[src/rtl/ysyx_23060061_ifu.sv]
// Instruction fetch unit: one outstanding fetch over a valid/ready memory channel,
// hands the word to the decoder, then waits for the next PC. Halts on ebreak, faults on errors.
module ysyx_23060061_ifu #(
  parameter logic [31:0] RESET_PC = 32'h8000_0000
) (
  input  logic        clk,
  input  logic        rst_n,
  output logic        imem_req_valid,
  input  logic        imem_req_ready,
  output logic [31:0] imem_req_addr,
  input  logic        imem_resp_valid,
  input  logic [31:0] imem_resp_data,
  input  logic        imem_resp_err,
  output logic        inst_valid,
  input  logic        inst_ready,
  output logic [31:0] inst,
  output logic [31:0] inst_pc,
  output logic [6:0]  opcode,
  output logic [2:0]  funct3,
  output logic [6:0]  funct7,
  input  logic        halt,
  input  logic        npc_valid,
  input  logic [31:0] npc,
  output logic        fault,
  output logic [31:0] fault_pc,
  output logic        halted,
  output logic [31:0] fetch_count
);

  typedef enum logic [2:0] {
    S_IDLE, S_REQ, S_RESP, S_ISSUE, S_WAITNPC, S_HALT, S_FAULT
  } state_t;

  state_t      state_q, state_d;
  logic [31:0] pc_q, pc_d;
  logic [31:0] inst_q, inst_d;
  logic [31:0] inst_pc_q, inst_pc_d;
  logic [31:0] fault_pc_q, fault_pc_d;
  logic [31:0] fetch_count_q, fetch_count_d;

  always_comb begin
    state_d       = state_q;
    pc_d          = pc_q;
    inst_d        = inst_q;
    inst_pc_d     = inst_pc_q;
    fault_pc_d    = fault_pc_q;
    fetch_count_d = fetch_count_q;
    case (state_q)
      S_IDLE: state_d = S_REQ;
      S_REQ: begin
        // A misaligned PC never reaches the memory; it faults instead of requesting.
        if (pc_q[1:0] != 2'b00) begin
          state_d    = S_FAULT;
          fault_pc_d = pc_q;
        end else if (imem_req_ready) begin
          state_d = S_RESP;
        end
      end
      S_RESP: begin
        if (imem_resp_valid) begin
          if (imem_resp_err) begin
            state_d    = S_FAULT;
            fault_pc_d = pc_q;
          end else begin
            state_d   = S_ISSUE;
            inst_d    = imem_resp_data;
            inst_pc_d = pc_q;
          end
        end
      end
      S_ISSUE: begin
        if (inst_ready) begin
          fetch_count_d = fetch_count_q + 32'd1;
          if (halt) begin
            state_d = S_HALT;
          end else if (npc_valid) begin
            state_d = S_REQ;
            pc_d    = npc;
          end else begin
            state_d = S_WAITNPC;
          end
        end
      end
      S_WAITNPC: begin
        if (npc_valid) begin
          state_d = S_REQ;
          pc_d    = npc;
        end
      end
      S_HALT:  state_d = S_HALT;
      S_FAULT: state_d = S_FAULT;
      default: state_d = S_IDLE;
    endcase
  end

  always_ff @(posedge clk) begin
    if (!rst_n) begin
      state_q       <= S_IDLE;
      pc_q          <= RESET_PC;
      inst_q        <= 32'd0;
      inst_pc_q     <= 32'd0;
      fault_pc_q    <= 32'd0;
      fetch_count_q <= 32'd0;
    end else begin
      state_q       <= state_d;
      pc_q          <= pc_d;
      inst_q        <= inst_d;
      inst_pc_q     <= inst_pc_d;
      fault_pc_q    <= fault_pc_d;
      fetch_count_q <= fetch_count_d;
    end
  end

  assign imem_req_valid = (state_q == S_REQ) && (pc_q[1:0] == 2'b00);
  assign imem_req_addr  = pc_q;
  assign inst_valid     = (state_q == S_ISSUE);
  assign inst           = inst_q;
  assign inst_pc        = inst_pc_q;
  assign opcode         = inst_q[6:0];
  assign funct3         = inst_q[14:12];
  assign funct7         = inst_q[31:25];
  assign fault          = (state_q == S_FAULT);
  assign fault_pc       = fault_pc_q;
  assign halted         = (state_q == S_HALT);
  assign fetch_count    = fetch_count_q;

endmodule

[config.mk]
export PLATFORM = sky130hd
export DESIGN_NAME = ysyx_23060061_ifu
export DESIGN_NICKNAME = d
export VERILOG_FILES = /design/src/rtl/ysyx_23060061_ifu.sv
export SDC_FILE = /design/constraint.sdc
export NUM_CORES = 1
export LEC_CHECK = 0
export ABC_CLOCK_PERIOD_IN_PS = 1950
export BUFFER_PORTS_ARGS = -buffer_cell sky130_fd_sc_hd__buf_2
export CORE_MARGIN = 1
export CORE_UTILIZATION = 35
export CTS_CLUSTER_DIAMETER = 40
export DETAILED_ROUTE_END_ITERATION = 7
export SETUP_SLACK_MARGIN = 0.5
export SLEW_MARGIN = 10
export SYNTH_ARGS = -nofsm -noshare
export SYNTH_HDL_FRONTEND = slang
export SYNTH_SLANG_ARGS = --single-unit
[constraint.sdc]
create_clock -name clk -period 1.95 [get_ports clk]
set_input_delay 0.0975 -clock clk [delete_from_list [all_inputs] [get_ports clk]]
set_output_delay 0.0975 -clock clk [all_outputs]
set_load 0.01 [all_outputs]
==> results.json <==
{
  "num_io_pins": 253,
  "postRouteAntennaNets": 0,
  "worstSetupEndpointType": "flip-flop",
  "dp_hpwl_um": 11500,
  "synthArstFlopShare": 0,
  "fill_cells": 1737,
  "gp_congestion": 0.775,
  "period_minus_slack_ps": 1630,
  "die-area_um2": 19600,
  "first_pass_iters": 6,
  "grt_start_max_net_pins": 65,
  "clock-sinks": 163,
  "grt_pass1_wl_um": 30800,
  "areaGrowthSynthToFinish_pct": 54.7,
  "clk_path_buf_depth": 2,
  "synth-edff-count": 0,
  "synth_ff_type": "dfxtp_1",
  "syn_inst": 736,
  "start_util": 0.357,
  "setup_viol": 0,
  "routed_wl_um": 20800,
  "clk_pin_slew_worst_paths_ps": 70,
  "drt_iter0_drc": 269,
  "cp.arrival_ps": 1990,
  "viasPerCell": 4.69,
  "wire_per_inst_um": 15.9,
  "max_stage_delay_ps": 410,
  "hold_viol_final": 0,
  "fin_tns_setup_ps": 0,
  "critPathKind": "reg2reg",
  "core_area_um2": 18600,
  "grt_antenna_before_repair": 0,
  "synth.distinct_cells": 40,
  "antennaDiodeCount": 0,
  "clkLatencyLatePin_ps": 430,
  "synth.cell_area_um2": 6650,
  "drcViolationCount": 0,
  "fp.dieH_um": 140,
  "peakVddDrop_uv": 605,
  "yosysWarnings": 0,
  "cts_made_buffers": 17,
  "maxSlewViolCount": 0,
  "yosysSeqAreaShare": 0.491,
  "fin_worst_skew_ps": 12.1,
  "cp_slowest_cell": "dfxtp_4",
  "nNetsFinal": 1137,
  "relSlewSlack": 0.697,
  "drive_gt1_frac": 0.386,
  "tightest_slew_ps": 454,
  "fmax_mhz": 615,
  "maxCapViolations": 0,
  "p_total_uw": 8490,
  "p_leak_uw": 0.00453,
  "syn_nets": 809,
  "die_width_um": 140,
  "hp-class": "in2reg",
  "routed-via-count": 6149,
  "rsz0062_at_grt": "true",
  "cp-start-kind": "flip-flop",
  "avgSynthCellArea_um2": 9.04,
  "cts_tree": "yes",
  "grt_pass1_vias": 5805,
  "io_buffer_count": 252,
  "cp_max_fo": 8,
  "rows": 50,
  "cts.htree.levels": 4,
  "gr-usage-all-layers": 0.201,
  "power_density_nw_per_um2": 825,
  "finalCritPeriodShare": 0.834,
  "outcome": "finished, final reports clean",
  "worstPathRequired_ps": 2310,
  "path_cells": "and4b_2 -> a22o_1 -> and2_4 -> buf_6 -> clkbuf_16 -> nand2_1 -> a21boi_1",
  "synth_seq_cells": 163,
  "clockRootBuffer": "clkbuf_16",
  "gr-total-overflow": 0
}
-- path summary, 6_finish.rpt --
| check | cells after the start | startpoint | slack (ps) | to |
|---|---|---|---|---|
| worst max-delay path | 7 | state_q[0] | 320 | imem_req_addr[11] |
| worst max register to register | 7 | state_q[0] | 320 | imem_req_addr[11] |
| worst min register to register | 2 | inst_pc[7] | 460 | inst_pc[7] |
| worst min-delay path | 4 | inst_ready | 60 | state_q[1] |
-- critical path: cells and delay by family, from the launching register on --
kind                   cells  cell delay, ps
buffers and inverters      2             310
AND/OR/NAND/NOR            3             520
flip-flops                 1             410
AO/OA/AOI/OAI              2             320
-- routing by layer --
| layer | GRT usage | vias up | wire length [um] |
|---|---|---|---|
| li1 | - | 3063 | - |
| met1 | 0.254 | 2888 | 9390 |
| met2 | 0.333 | 183 | 10100 |
| met3 | 0.0575 | 15 | 1160 |
| met4 | 0.0584 | 0 | 220 |
| met5 | 0 | - | 0 |
-- cell families (layout without fill, tap and decap cells) --
kind of cell / after synthesis / in the layout / share of synthesized area
buf+inv: 65 / 406 / 0.0512
compound gates: 108 / 108 / 0.119
flops: 163 / 163 / 0.491
mux: 34 / 34 / 0.0512
simple gates: 334 / 334 / 0.245
xor+xnor: 31 / 31 / 0.0408
fa+ha+maj: 1 / 1 / 0.00188
-- sequential cells by signal (all words and copies together) (netlist names) --
name	count
fetch_count	32
imem_req_addr	32
inst_pc	32
state_q	3
fault_pc	32
inst	32
-- Yosys cell counts, types with 2 or more instances --
master,count,share of area
nor2b_1,34,0.032
and4_1,2,0.0026
nand2_1,207,0.12
nor2_1,8,0.0045
and3_1,5,0.0047
mux2i_1,34,0.051
buf_2,11,0.0083
and3b_1,2,0.0026
nand2b_1,2,0.0019
nand3_1,12,0.0090
o21a_1,2,0.0023
xor2_1,7,0.0092
inv_1,4,0.0023
nor4_4,2,0.0064
nor3_1,3,0.0023
or3_1,2,0.0019
and2_1,32,0.030
dfxtp_1,163,0.49
clkbuf_1,28,0.016
nand4_1,12,0.011
a21oi_1,5,0.0038
buf_4,22,0.025
xnor2_1,24,0.032
a21boi_0,74,0.084
a21boi_1,22,0.025
o21ai_0,3,0.0023
-- through the flow --
step	instance area [um2]	hold slack (ps)	setup slack [ps]	std cells	util
final	10300	61.3	323	1311	0.552
after global routing	10300	69.6	223	1311	0.552
after CTS	9920	38.1	367	1299	0.532
after detailed placement	8150	322	273	1177	0.437
after global placement	8150	310	309	1177	0.437
after floorplan	6710	222	304	736	-
-- layout by cell type (no fill, tap or decap), types with 13 or more instances in the layout --
master         instances
xnor2_1               24
buf_2                247
dfxtp_1              150
mux2i_1               32
buf_4                 22
nand2_1              185
dlygate4sd3_1         64
and2_1                30
a21boi_0              65
nor2b_1               34
clkbuf_16             21
a21boi_1              23
buf_6                 13
-- repair_timing --
item | in CTS | in global routing
hold endpoints to repair | 64 | 0
gates resized for setup | 51 | 60
setup buffers | 17 | 8
cloned | 9 | 4
setup endpoints to repair | 161 | 154
hold buffers | 64 | 0
pin swaps | 17 | 36
-- report_power, final --
| group | total (uW) | switching, uW | leakage [uW] | internal [uW] |
|---|---|---|---|---|
| clock | 3300 | 1580 | 0.000287 | 1720 |
| combinational | 1630 | 768 | 0.00292 | 867 |
| sequential | 3560 | 117 | 0.00132 | 3440 |
| total | 8490 | 2460 | 0.00453 | 6030 |
-- cell type report --
class,count,area (um2),share of cell area
multi-input cells,508,3330,0.324
flip-flops and latches,163,3300,0.320
repair buffers,370,2760,0.269
clock buffers,17,425,0.0413
well taps,234,293,0.0285
clock inverters,15,161,0.0157
inverters,4,15.0,0.00146
Note: power is estimated with default switching activity, not from simulation.
